**src/rtl/display_pkg.sv**
```systemverilog
// Shared types and the 7-segment lookup for display
// scan paths.
package display_pkg;

  typedef struct packed {
    logic       en;
    logic [3:0] digit;
    logic       dp_n;
  } disp_word_t;

  typedef enum logic {
    BLANK,
    DRIVE
  } scan_state_t;

  localparam logic [7:0] SEG_BLANK = 8'hFF;
  localparam logic [7:0] AN_OFF    = 8'hFF;

  // Active-low {g..a} pattern for a hex digit.
  function automatic logic [6:0] seg_n(
    input logic [3:0] d
  );
    logic [6:0] s;
    case (d)
      4'h0:    s = 7'h40;
      4'h1:    s = 7'h79;
      4'h2:    s = 7'h24;
      4'h3:    s = 7'h30;
      4'h4:    s = 7'h19;
      4'h5:    s = 7'h12;
      4'h6:    s = 7'h02;
      4'h7:    s = 7'h78;
      4'h8:    s = 7'h00;
      4'h9:    s = 7'h10;
      4'hA:    s = 7'h08;
      4'hB:    s = 7'h03;
      4'hC:    s = 7'h46;
      4'hD:    s = 7'h21;
      4'hE:    s = 7'h06;
      default: s = 7'h0E;
    endcase
    return s;
  endfunction

endpackage

```
**src/rtl/seg7_decoder.sv**
```systemverilog
// Combinational hex digit + point to active-low
// cathode pattern {dp, g..a}.
module seg7_decoder
  import display_pkg::*;
(
  input  logic [3:0] digit,
  input  logic       dp_n,
  output logic [7:0] cat
);

  assign cat = {dp_n, seg_n(digit)};

endmodule

```
**src/rtl/display_scan_driver.sv**
```systemverilog
// Eight-digit multiplexed common-anode scan with a
// blanking gap at the start of every digit slot.
module display_scan_driver
  import display_pkg::*;
#(
  parameter int unsigned SLOT_CYCLES  = 100000,
  parameter int unsigned BLANK_CYCLES = 1000
) (
  input  logic       clock,
  input  logic       reset,
  input  logic [5:0] d1,
  input  logic [5:0] d2,
  input  logic [5:0] d3,
  input  logic [5:0] d4,
  input  logic [5:0] d5,
  input  logic [5:0] d6,
  input  logic [5:0] d7,
  input  logic [5:0] d8,
  output logic [7:0] an,
  output logic [7:0] dec_cat,
  output logic       frame_start
);

  if (BLANK_CYCLES < 1 ||
      BLANK_CYCLES >= SLOT_CYCLES) begin : g_bad
    $error("BLANK_CYCLES out of range");
  end

  localparam int CW = $clog2(SLOT_CYCLES);
  localparam logic [CW-1:0] SLOT_LAST =
    CW'(SLOT_CYCLES - 1);
  localparam logic [CW-1:0] BLANK_LAST =
    CW'(BLANK_CYCLES - 1);

  scan_state_t   state, state_nxt;
  logic [CW-1:0] cnt, cnt_nxt;
  logic [2:0]    idx, idx_nxt;
  disp_word_t    cap, cap_nxt;
  disp_word_t    sel;
  logic [7:0]    an_nxt, cat_nxt, dec_w;
  logic          fs_nxt;
  logic          armed;

  always_comb begin
    sel = '0;
    case (idx)
      3'd0:    sel = d1;
      3'd1:    sel = d2;
      3'd2:    sel = d3;
      3'd3:    sel = d4;
      3'd4:    sel = d5;
      3'd5:    sel = d6;
      3'd6:    sel = d7;
      default: sel = d8;
    endcase
  end

  seg7_decoder u_dec (
    .digit (cap_nxt.digit),
    .dp_n  (cap_nxt.dp_n),
    .cat   (dec_w)
  );

  always_comb begin
    state_nxt = state;
    idx_nxt   = idx;
    cap_nxt   = cap;
    cnt_nxt   = (cnt == SLOT_LAST) ? '0
                                   : cnt + CW'(1);
    case (state)
      BLANK: begin
        if (cnt == BLANK_LAST) begin
          cap_nxt   = sel;
          state_nxt = DRIVE;
        end
      end
      default: begin
        if (cnt == SLOT_LAST) begin
          idx_nxt   = idx + 3'd1;
          state_nxt = BLANK;
        end
      end
    endcase
    // Outputs follow the next state so they switch
    // on the same edge as the phase change.
    an_nxt  = AN_OFF;
    cat_nxt = SEG_BLANK;
    if (state_nxt == DRIVE && cap_nxt.en) begin
      an_nxt  = ~(8'h01 << idx_nxt);
      cat_nxt = dec_w;
    end
    fs_nxt = armed ||
             (state == DRIVE && state_nxt == BLANK &&
              idx_nxt == 3'd0);
  end

  always_ff @(posedge clock or posedge reset) begin
    if (reset) begin
      state       <= BLANK;
      cnt         <= '0;
      idx         <= '0;
      cap         <= 6'b000001;
      an          <= AN_OFF;
      dec_cat     <= SEG_BLANK;
      frame_start <= 1'b0;
      armed       <= 1'b1;
    end else begin
      state       <= state_nxt;
      cnt         <= cnt_nxt;
      idx         <= idx_nxt;
      cap         <= cap_nxt;
      an          <= an_nxt;
      dec_cat     <= cat_nxt;
      frame_start <= fs_nxt;
      armed       <= 1'b0;
    end
  end

endmodule

```
**config.mk**
```make
export PLATFORM = sky130hd
export DESIGN_NAME = display_scan_driver
export DESIGN_NICKNAME = d
export VERILOG_FILES = /design/src/rtl/display_pkg.sv /design/src/rtl/seg7_decoder.sv /design/src/rtl/display_scan_driver.sv
export SDC_FILE = /design/constraint.sdc
export NUM_CORES = 1
export LEC_CHECK = 0
export CORE_MARGIN = 4
export CORE_UTILIZATION = 52
export CTS_CLUSTER_DIAMETER = 120
export DETAILED_ROUTE_END_ITERATION = 12
export PLACE_DENSITY = 0.85
export SLEW_MARGIN = 20
export SYNTH_ARGS = -nofsm -noshare
export SYNTH_HDL_FRONTEND = slang
export SYNTH_SLANG_ARGS = --single-unit
export TNS_END_PERCENT = 10
```
**constraint.sdc**
```tcl
create_clock -name clock -period 5.1 [get_ports clock]
set_input_delay 0.765 -clock clock [delete_from_list [all_inputs] [get_ports clock]]
set_output_delay 0.765 -clock clock [all_outputs]
set_load 0.02 [all_outputs]
```
==> results of run 1 <==
[placed cells by master, fill, tap and decap left out, types with 2 or more instances in the layout]
master,instances
or3_1,5
a221oi_1,3
a21o_1,2
o21ai_1,2
xnor2_1,5
a222oi_1,3
a32oi_1,3
nand4bb_1,3
mux2_2,5
o211ai_1,3
o21ai_0,11
nor4_2,2
inv_1,9
ha_1,12
a21oi_1,5
clkbuf_8,6
dfstp_2,18
a22o_1,4
mux2i_1,4
and3_1,2
nor3_1,3
nor2_1,16
clkdlybuf4s50_1,66
nor2b_1,2
nand3_1,11
dfrtp_1,27
a22oi_1,4
nand2_1,34
a31oi_1,5
o221ai_1,3
xor2_1,9
nor4_1,2
[state kept, by name (all words and copies together), names as in the netlist]
register,flops
an,8
cnt,17
frame_start,1
dec_cat,8
state,1
cap,6
armed,1
idx,3
[Yosys cell counts (all sizes together), types with 4 or more instances]
library cell,count,area (µm²)
o21ai,13,65.1
a31oi,5,31.3
xor2,9,78.8
dfrtp,27,676
nor4,4,37.5
ha,12,150
a22o,4,35.0
nor2,16,60.1
a21oi,5,25.0
or3,5,31.3
mux2i,5,62.6
mux2,6,71.3
nand3,11,55.1
xnor2,5,43.8
a22oi,4,30.0
dfstp,18,473
nand2,34,128
clkbuf,8,30.0
inv,10,37.5
[where the power goes]
part	leakage, nW	internal, mW	switching, mW
Sequential	0.534	0.358	0.000324
Clock	0.0617	0.160	0.119
Combinational	0.791	0.0391	0.0174
Total	1.39	0.557	0.137
[tightest hold or removal path, delay by kind of cell, from the launching register on]
family	cells	cell delay (ns)
flip-flops	1	0.36
AND/OR/NAND/NOR	2	0.10
[routing by layer]
layer,routed length [µm],global-route usage [%],vias up,part of all wire (%)
met1,2940,29.5,1027,46
met2,2800,33.6,100,44
li1,-,-,1023,-
met5,0,0,-,0
met4,89,7.65,0,1.4
met3,537,5.45,10,8.4
[logic make-up (layout without fill, tap and decap cells)]
logic type      Yosys count  count (layout)  synth area share [%]
mux                      11              11                  5.30
buf+inv                  21              85                  3.62
compound gates           52              52                  14.6
fa+ha+maj                12              12                  5.95
flops                    45              45                  45.5
simple gates             93              93                  20.1
xor+xnor                 14              14                  4.86
other cells               1               1                 0.149
[path summary, 6_finish.rpt]
check / startpoint / to
worst min register to register: cap[5] / cap[5]
worst min-delay path: cap[5] / cap[5]
worst max-delay path: idx[2] / dec_cat[3]
worst max register to register: idx[2] / dec_cat[3]
max in group asynchronous: reset / an[2]
min in group asynchronous: reset / cnt[9]
[layout make-up]
cell class	instances	area share, %
Clock buffer	6	2.47
Inverter	10	1.12
Timing Repair Buffer	67	20.0
Sequential cell	45	34.4
Multi-Input combinational cell	183	38.4
Clock inverter	2	1.09
Tap cell	67	2.51
[per-stage QoR]
step	hold WS [ns]	worst slack, ns	util, %	instance area, µm²	total power, mW
6_report	0.493	1.40	70.8	3340	0.694
2_1_floorplan	0.439	1.87	-	2520	0.378
3_3_place_gp	0.452	1.64	68.2	3220	0.422
5_1_grt	0.520	0.954	70.8	3340	0.721
4_1_cts	0.488	1.44	70.8	3340	0.700
3_5_place_dp	0.460	1.46	68.2	3220	0.422
==> results.cfg, run 1 <==
[synthesis]
ys_ff_latch = 45
synth_area_um2 = 2520
syn_nets = 311
synth-edff-count = 0
ys.flop_type = dfrtp_1
synth-async-reset-ratio_pct = 100
yosysSeqAreaShare_pct = 45.5
ys_warn_count = 0
syn_inst = 249
syn_area_per_cell_um2 = 10.1
yosys.cell_types.count = 55

[placed_design]
numPlacedInstances = 372
place.gp.congestion = 0.911
port_buffers = 66
dpl.hpwl_mm = 4.69

[power_and_ir_drop]
power.density_nw_per_um2 = 208
peakVddDrop_uv = 169
p_leak_nw = 1.39

[cells_and_area]
n_antenna_cell = 0
multi_input_area_um2 = 1280
register_area_um2 = 1150
drive_gt1_share_pct = 13.4
fin_nets = 374
layout.cells.non_filler = 380
syn_to_final_growth_pct = 32.4
nFillCells = 359

[routing]
ant_nets = 0
drt_pass1_iterations = 4
drc = 0
viasPerCell = 5.68
drt-wirelength-per-cell_um = 16.7
wl_mm = 6.36
vias = 2160
drtIter0Drc = 120

[floorplan]
die-area_um2 = 6030
core_area_um2 = 4720
num_rows = 25
initial_utilization_pct = 53.5
chipWidth_um = 77.7
fp.dieH_um = 77.7
ios = 67

[min_path]
min_path_cells = 2
worstHoldPathType = flop to flop

[timing]
rsz0062_at_grt = false
worst_slew_pin_slew_ns = 0.858
finalHoldViolations = 0
fin_crit_ns = 3.70
final-setup-viol-count = 0
period_share_pct = 72.6
slew_violations = 0
max-slew-margin-rel_pct = 42.3
fin_skew_ns = 0.0107
finalSetupTns_ns = 0
fmax_ghz = 0.270

[setup_path]
path_cells = inv_1, ha_1, nor4_2, a221oi_1, nand2_1, o21ai_0, o21ai_0, inv_1, ha_1, nor2_1, and4bb_2, a31oi_1
worstPathArrival_ns = 3.93
path_class = flop to flop
crit_cells = 12
crit_path_end_kind = flop
critical_path.top_delay_family = simple AND/OR/NAND/NOR gates
reg2reg_slack_ns = 1.40
slowest_delay_ns = 0.70
cp-start-kind = flop
cpMaxStageDelayCell = dfrtp_1
cp.required_ns = 5.32
worstPathBufferInverterCount = 2
cp_max_fo = 16
worstRegToRegCells = 12

[clocking]
numCtsBuffers = 5
cts_hold_buf = 0
h-tree-depth = 2
clock_sinks = 45
cts_resized = 0
clk_pin_slew_worst_paths_ns = 0.09
root_buffer = clkbuf_8
post_cts_buffers = 0
clock_path_buffers = 2
cts_tree = built
worst_skew_pair.late_latency_ns = 0.29

[global_route]
grt_overflow = 0
grt_pass1_vias = 2178
grt_pass1_wl_mm = 10.5
grt_usage_pct = 21.7
antenna_found_initial = 0
grt_max_degree = 46

[status]
status = finished clean

[job]
maxCapViolCount = 0
(Power assumes the default switching activity.)
==> run 2: changes to the inputs <==
CORE_UTILIZATION = 49   (was 52)
PLACE_DENSITY = 0.81   (was 0.85)
clock period = 3.7 ns   (was 5.1 ns; I/O delays follow)
==> results.cfg, run 2 (same netlist as run 1, synthesis figures left out) <==
[status]
status = finished clean

[power_and_ir_drop]
seqPwrFrac_pct = 56.9
p_leak_nw = 1.38
peakVddDrop_uv = 175
p_sw_mw = 0.190
pwr-share-comb_pct = 8.9
intPower_mw = 0.678
clkPwrFrac_pct = 34.2
power.density_nw_per_um2 = 261
p_sw_share_pct = 21.9

[cells_and_area]
fin_nets = 377
final_common_cell = clkdlybuf4s50_1
layout.cells.non_filler = 383
top_regs = cnt: 17 flops, an: 8 flops, dec_cat: 8 flops
largest_register_ff_count = 17
syn_to_final_growth_pct = 32.0
drive_gt1_share_pct = 14.2
top_register = cnt
fin_area_um2 = 3330
final_cell_mix = clkdlybuf4s50_1 (66), nand2_1 (34), dfrtp_1 (27), dfstp_2 (18), nor2_1 (16)
n_antenna_cell = 0
final_core_util_pct = 68.7

[setup_path]
cp-start-kind = flop
worstPathBufferInverterCount = 2
path_class = flop to flop
r2r-start = idx[0]
worstPathArrival_ns = 3.48
path_cells = inv_1, ha_1, nor4_2, a221oi_1, nand2_1, o21ai_0, o21ai_0, inv_1, ha_1, nor2_1, and4bb_2, a31oi_1
cp-startpoint = idx[0]
slowest_delay_ns = 0.55
reg2reg_slack_ns = 0.44
cp.required_ns = 3.92
crit_path_end_kind = flop
critical_path.top_delay_family = compound AO/OA/AOI/OAI gates
cpMaxStageDelayCell = o21ai_0
cp_max_fo = 11

[clocking]
clock_path_buffers = 2
clk_pin_slew_worst_paths_ns = 0.08
h-tree-depth = 2
cts_tree = built
clock_sinks = 45
post_cts_buffers = 0
cts_hold_buf = 0
worst_skew_pair.late_latency_ns = 0.30
cts_resized = 0
root_buffer = clkbuf_8
numCtsBuffers = 5

[global_route]
grt_pass1_vias = 2165
grt_max_degree = 36
grt_pass1_wl_mm = 10.2
antenna_found_initial = 0
grt_overflow = 0
grt_usage_pct = 20.5

[timing]
final-setup-viol-count = 0
period_share_pct = 88.0
finalHoldViolations = 0
rsz0062_at_grt = false
fin_crit_ns = 3.26
worst_slew_pin_slew_ns = 0.978
max-slew-margin-rel_pct = 34.2
slew_violations = 0
fmax_ghz = 0.307
finalSetupTns_ns = 0
fin_skew_ns = 0.00469

[min_path]
worstHoldPathType = primary input to asynchronous set/reset pin

[routing]
viasPerCell = 5.60
wl_mm = 6.29
drc = 0
vias = 2145
ant_nets = 0
drt-wirelength-per-cell_um = 16.4
drtIter0Drc = 108
drt_pass1_iterations = 4

[placed_design]
post_dp_cell_area_um2 = 3250
numPlacedInstances = 375
port_buffers = 66
dpl.hpwl_mm = 4.86
place.gp.congestion = 0.884

[floorplan]
initial_utilization_pct = 52.1
fp.dieH_um = 79.8
num_rows = 25
ios = 67
chipWidth_um = 79.8
core_area_um2 = 4850
die-area_um2 = 6370

[job]
maxCapViolCount = 0
[run 2: final timing paths]
path                               to  depth (start not counted)
min reg2reg                    cap[5]                          2
min                           cnt[11]                          2
max                        dec_cat[3]                         12
max reg2reg                dec_cat[3]                         12
max in group asynchronous  dec_cat[6]                          3
min in group clock             cap[5]                          2
[run 2: power groups by stage]
stage | clock network, mW | registers, mW | logic, mW
6_report | 0.297 | 0.494 | 0.0771
5_1_grt | 0.325 | 0.494 | 0.0821
4_1_cts | 0.308 | 0.494 | 0.0777
3_5_place_dp | 0 | 0.503 | 0.0776
3_3_place_gp | 0 | 0.503 | 0.0765
2_1_floorplan | 0 | 0.504 | 0.0173
[run 2: metal layers]
| layer | global-route usage, % | vias to the layer above | part of all wire (%) |
|---|---|---|---|
| met2 | 32.6 | 58 | 50 |
| li1 | - | 1029 | - |
| met4 | 7.26 | 0 | 1.5 |
| met3 | 4.51 | 12 | 4.6 |
| met1 | 27.6 | 1046 | 44 |
| met5 | 0 | - | 0 |
[run 2: through the flow]
stage	hold WS [ns]	worst slack (ns)	power [mW]
finish	0.495	0.443	0.868
global route	0.515	0.0726	0.902
CTS	0.495	0.426	0.880
detailed placement	0.464	0.441	0.581
global placement	0.451	0.574	0.580
floorplan	0.439	0.469	0.521
[run 2: cell type report]
| type | count | area [µm²] |
|---|---|---|
| Fill cell | 374 | 1520 |
| Multi-Input combinational cell | 183 | 1280 |
| Sequential cell | 45 | 1150 |
| Timing Repair Buffer | 70 | 691 |
| Tap cell | 67 | 83.8 |
| Clock buffer | 5 | 68.8 |
| Inverter | 10 | 37.5 |
| Clock inverter | 3 | 17.5 |
==> run 3: changes to the inputs <==
CORE_MARGIN = 5   (was 4)
CORE_UTILIZATION = 44   (was 49)
PLACE_DENSITY = 0.76   (was 0.81)
clock period = 2.8 ns   (was 3.7 ns; I/O delays follow)
==> results.cfg, run 3 (same netlist as run 1, synthesis figures left out) <==
[setup_path]
r2r-start = idx[0]
critical_path.top_delay_family = simple AND/OR/NAND/NOR gates
reg2reg_slack_ns = 0.12
cp-start-kind = flop
crit_cells = 11
worstPathArrival_ns = 2.89
worstRegToRegCells = 11
cp-startpoint = idx[0]
cpMaxStageDelayCell = dfrtp_1
cp.required_ns = 3.01
crit_path_end = dec_cat[0]
slowest_delay_ns = 0.40
path_cells = inv_1, ha_1, nor4_4, buf_4, a31oi_1, a31oi_1, mux2i_4, buf_4, or3_1, o21ai_0, o21ai_1
crit_path_end_kind = flop
path_class = flop to flop
cp_max_fo = 8
worstPathBufferInverterCount = 3
rr_endpoint = dec_cat[0]

[timing]
fin_skew_ns = 0.0117
final-setup-viol-count = 0
setup_slack_ns = 0.125
fmax_ghz = 0.374
fin_crit_ns = 2.68
finalSetupTns_ns = 0
period_share_pct = 95.5
slew_violations = 0
worst_slew_pin_slew_ns = 0.624
max-slew-margin-rel_pct = 58.0
finalHoldViolations = 0

[min_path]
min-delay-start = cap[5]
worstHoldPathType = flop to flop

[placed_design]
place_ws_ns = 0.0321
port_buffers = 66
place.gp.congestion = 0.945
dpl.hpwl_mm = 4.93

[power_and_ir_drop]
p_total_mw = 1.25
power.density_nw_per_um2 = 355
peakVddDrop_uv = 290
p_leak_nw = 1.48

[cells_and_area]
syn_to_final_growth_pct = 39.8
largest_register_ff_count = 17
fin_nets = 392
final_common_cell = clkdlybuf4s50_1
top_register = cnt
top_regs = cnt: 17 flops, an: 8 flops, dec_cat: 8 flops
nFillCells = 458
final_core_util_pct = 63.7
final_cell_mix = clkdlybuf4s50_1 (66), nand2_1 (33), dfrtp_1 (26), buf_4 (19), dfstp_2 (18)
drive_gt1_share_pct = 21.5
n_antenna_cell = 0

[routing]
highest_layer = met4
dr_wl_met2_mm = 3.31
drtIter0Drc = 155
drt_pass1_iterations = 4
vias = 2182
drt-wirelength-per-cell_um = 16.2
viasPerCell = 5.41
wl_met1_mm = 2.90
wl_mm = 6.52
drc = 0
ant_nets = 0
wl_met3_um = 215

[clocking]
h-tree-depth = 2
cts_tree = built
clock_sinks = 45
clk_pin_slew_worst_paths_ns = 0.09
numCtsBuffers = 5
worst_skew_pair.late_latency_ns = 0.29
clock_path_buffers = 2
cts_hold_buf = 0
root_buffer = clkbuf_8

[floorplan]
fp.dieH_um = 85.8
num_rows = 27
die-area_um2 = 7350
ios = 67
chipWidth_um = 85.8
initial_utilization_pct = 45.6
core_area_um2 = 5540

[status]
status = finished clean

[global_route]
grt_pass1_wl_mm = 10.4
antenna_found_initial = 0
grt_usage_pct = 17.4
grt_pass1_vias = 2246
grt_max_degree = 46
grt_overflow = 0

[job]
maxCapViolCount = 0
[run 3: changes by cell type in the layout (fill, tap and decap cells not counted), moves of 2 or more]
cell and delta:
buf_4 +15, clkinv_2 -2, ha_1 -3, ha_2 +3
o21ai_0 -3, or3_1 -2, or3_4 +2
[run 3: stage by stage]
step | hold slack, ns | instances | area, µm²
4_1_cts | 0.484 | 399 | 3460
2_1_floorplan | 0.439 | 249 | 2540
3_5_place_dp | 0.464 | 391 | 3350
3_3_place_gp | 0.454 | 391 | 3350
6_report | 0.479 | 403 | 3530
5_1_grt | 0.520 | 403 | 3530
[run 3: worst min-delay path by stage]
stage	to	slack, ns	cells after the start
2_1_floorplan	cap[5]	0.44	2
3_3_place_gp	cap[5]	0.45	2
3_5_place_dp	cap[5]	0.46	2
4_1_cts	cap[5]	0.48	2
5_1_grt	cap[5]	0.52	2
6_report	cap[5]	0.48	2
[run 3: repair_timing]
action,in CTS,in global routing
buffers inserted,0,4
setup endpoints to repair,1,5
pin swaps,0,2
gates resized for setup,1,13
[run 3: power by group]
| group | switching (mW) | total [mW] | leakage (nW) | internal (mW) |
|---|---|---|---|---|
| logic | 0.0304 | 0.102 | 0.885 | 0.0713 |
| clock network | 0.207 | 0.498 | 0.0585 | 0.291 |
| registers | 0.000462 | 0.653 | 0.533 | 0.653 |
[run 3: cell type report]
type | count | area (µm²) | area share, %
multi-input combinational | 183 | 1330 | 37.8
sequential | 45 | 1150 | 32.6
timing repair buffer | 85 | 803 | 22.7
tap | 72 | 90.1 | 2.55
clock buffer | 7 | 86.3 | 2.45
inverter | 10 | 37.5 | 1.06
clock inverter | 1 | 30.0 | 0.850
[run 3: worst reg2reg max path, stage by stage (launching register included)]
cell and delay (ns):
dfrtp_1 0.40, inv_1 0.10, ha_1 0.28, nor4_4 0.39, buf_4 0.18, a31oi_1 0.04, a31oi_1 0.39, mux2i_4 0.12
buf_4 0.18, or3_1 0.33, o21ai_0 0.09, o21ai_1 0.10
[run 3: layer usage]
| metal | vias to the layer above | GRT usage [%] |
|---|---|---|
| li1 | 1061 | - |
| met1 | 1071 | 22.2 |
| met2 | 41 | 30.2 |
| met3 | 9 | 3.36 |
| met4 | 0 | 4.32 |
| met5 | - | 0 |
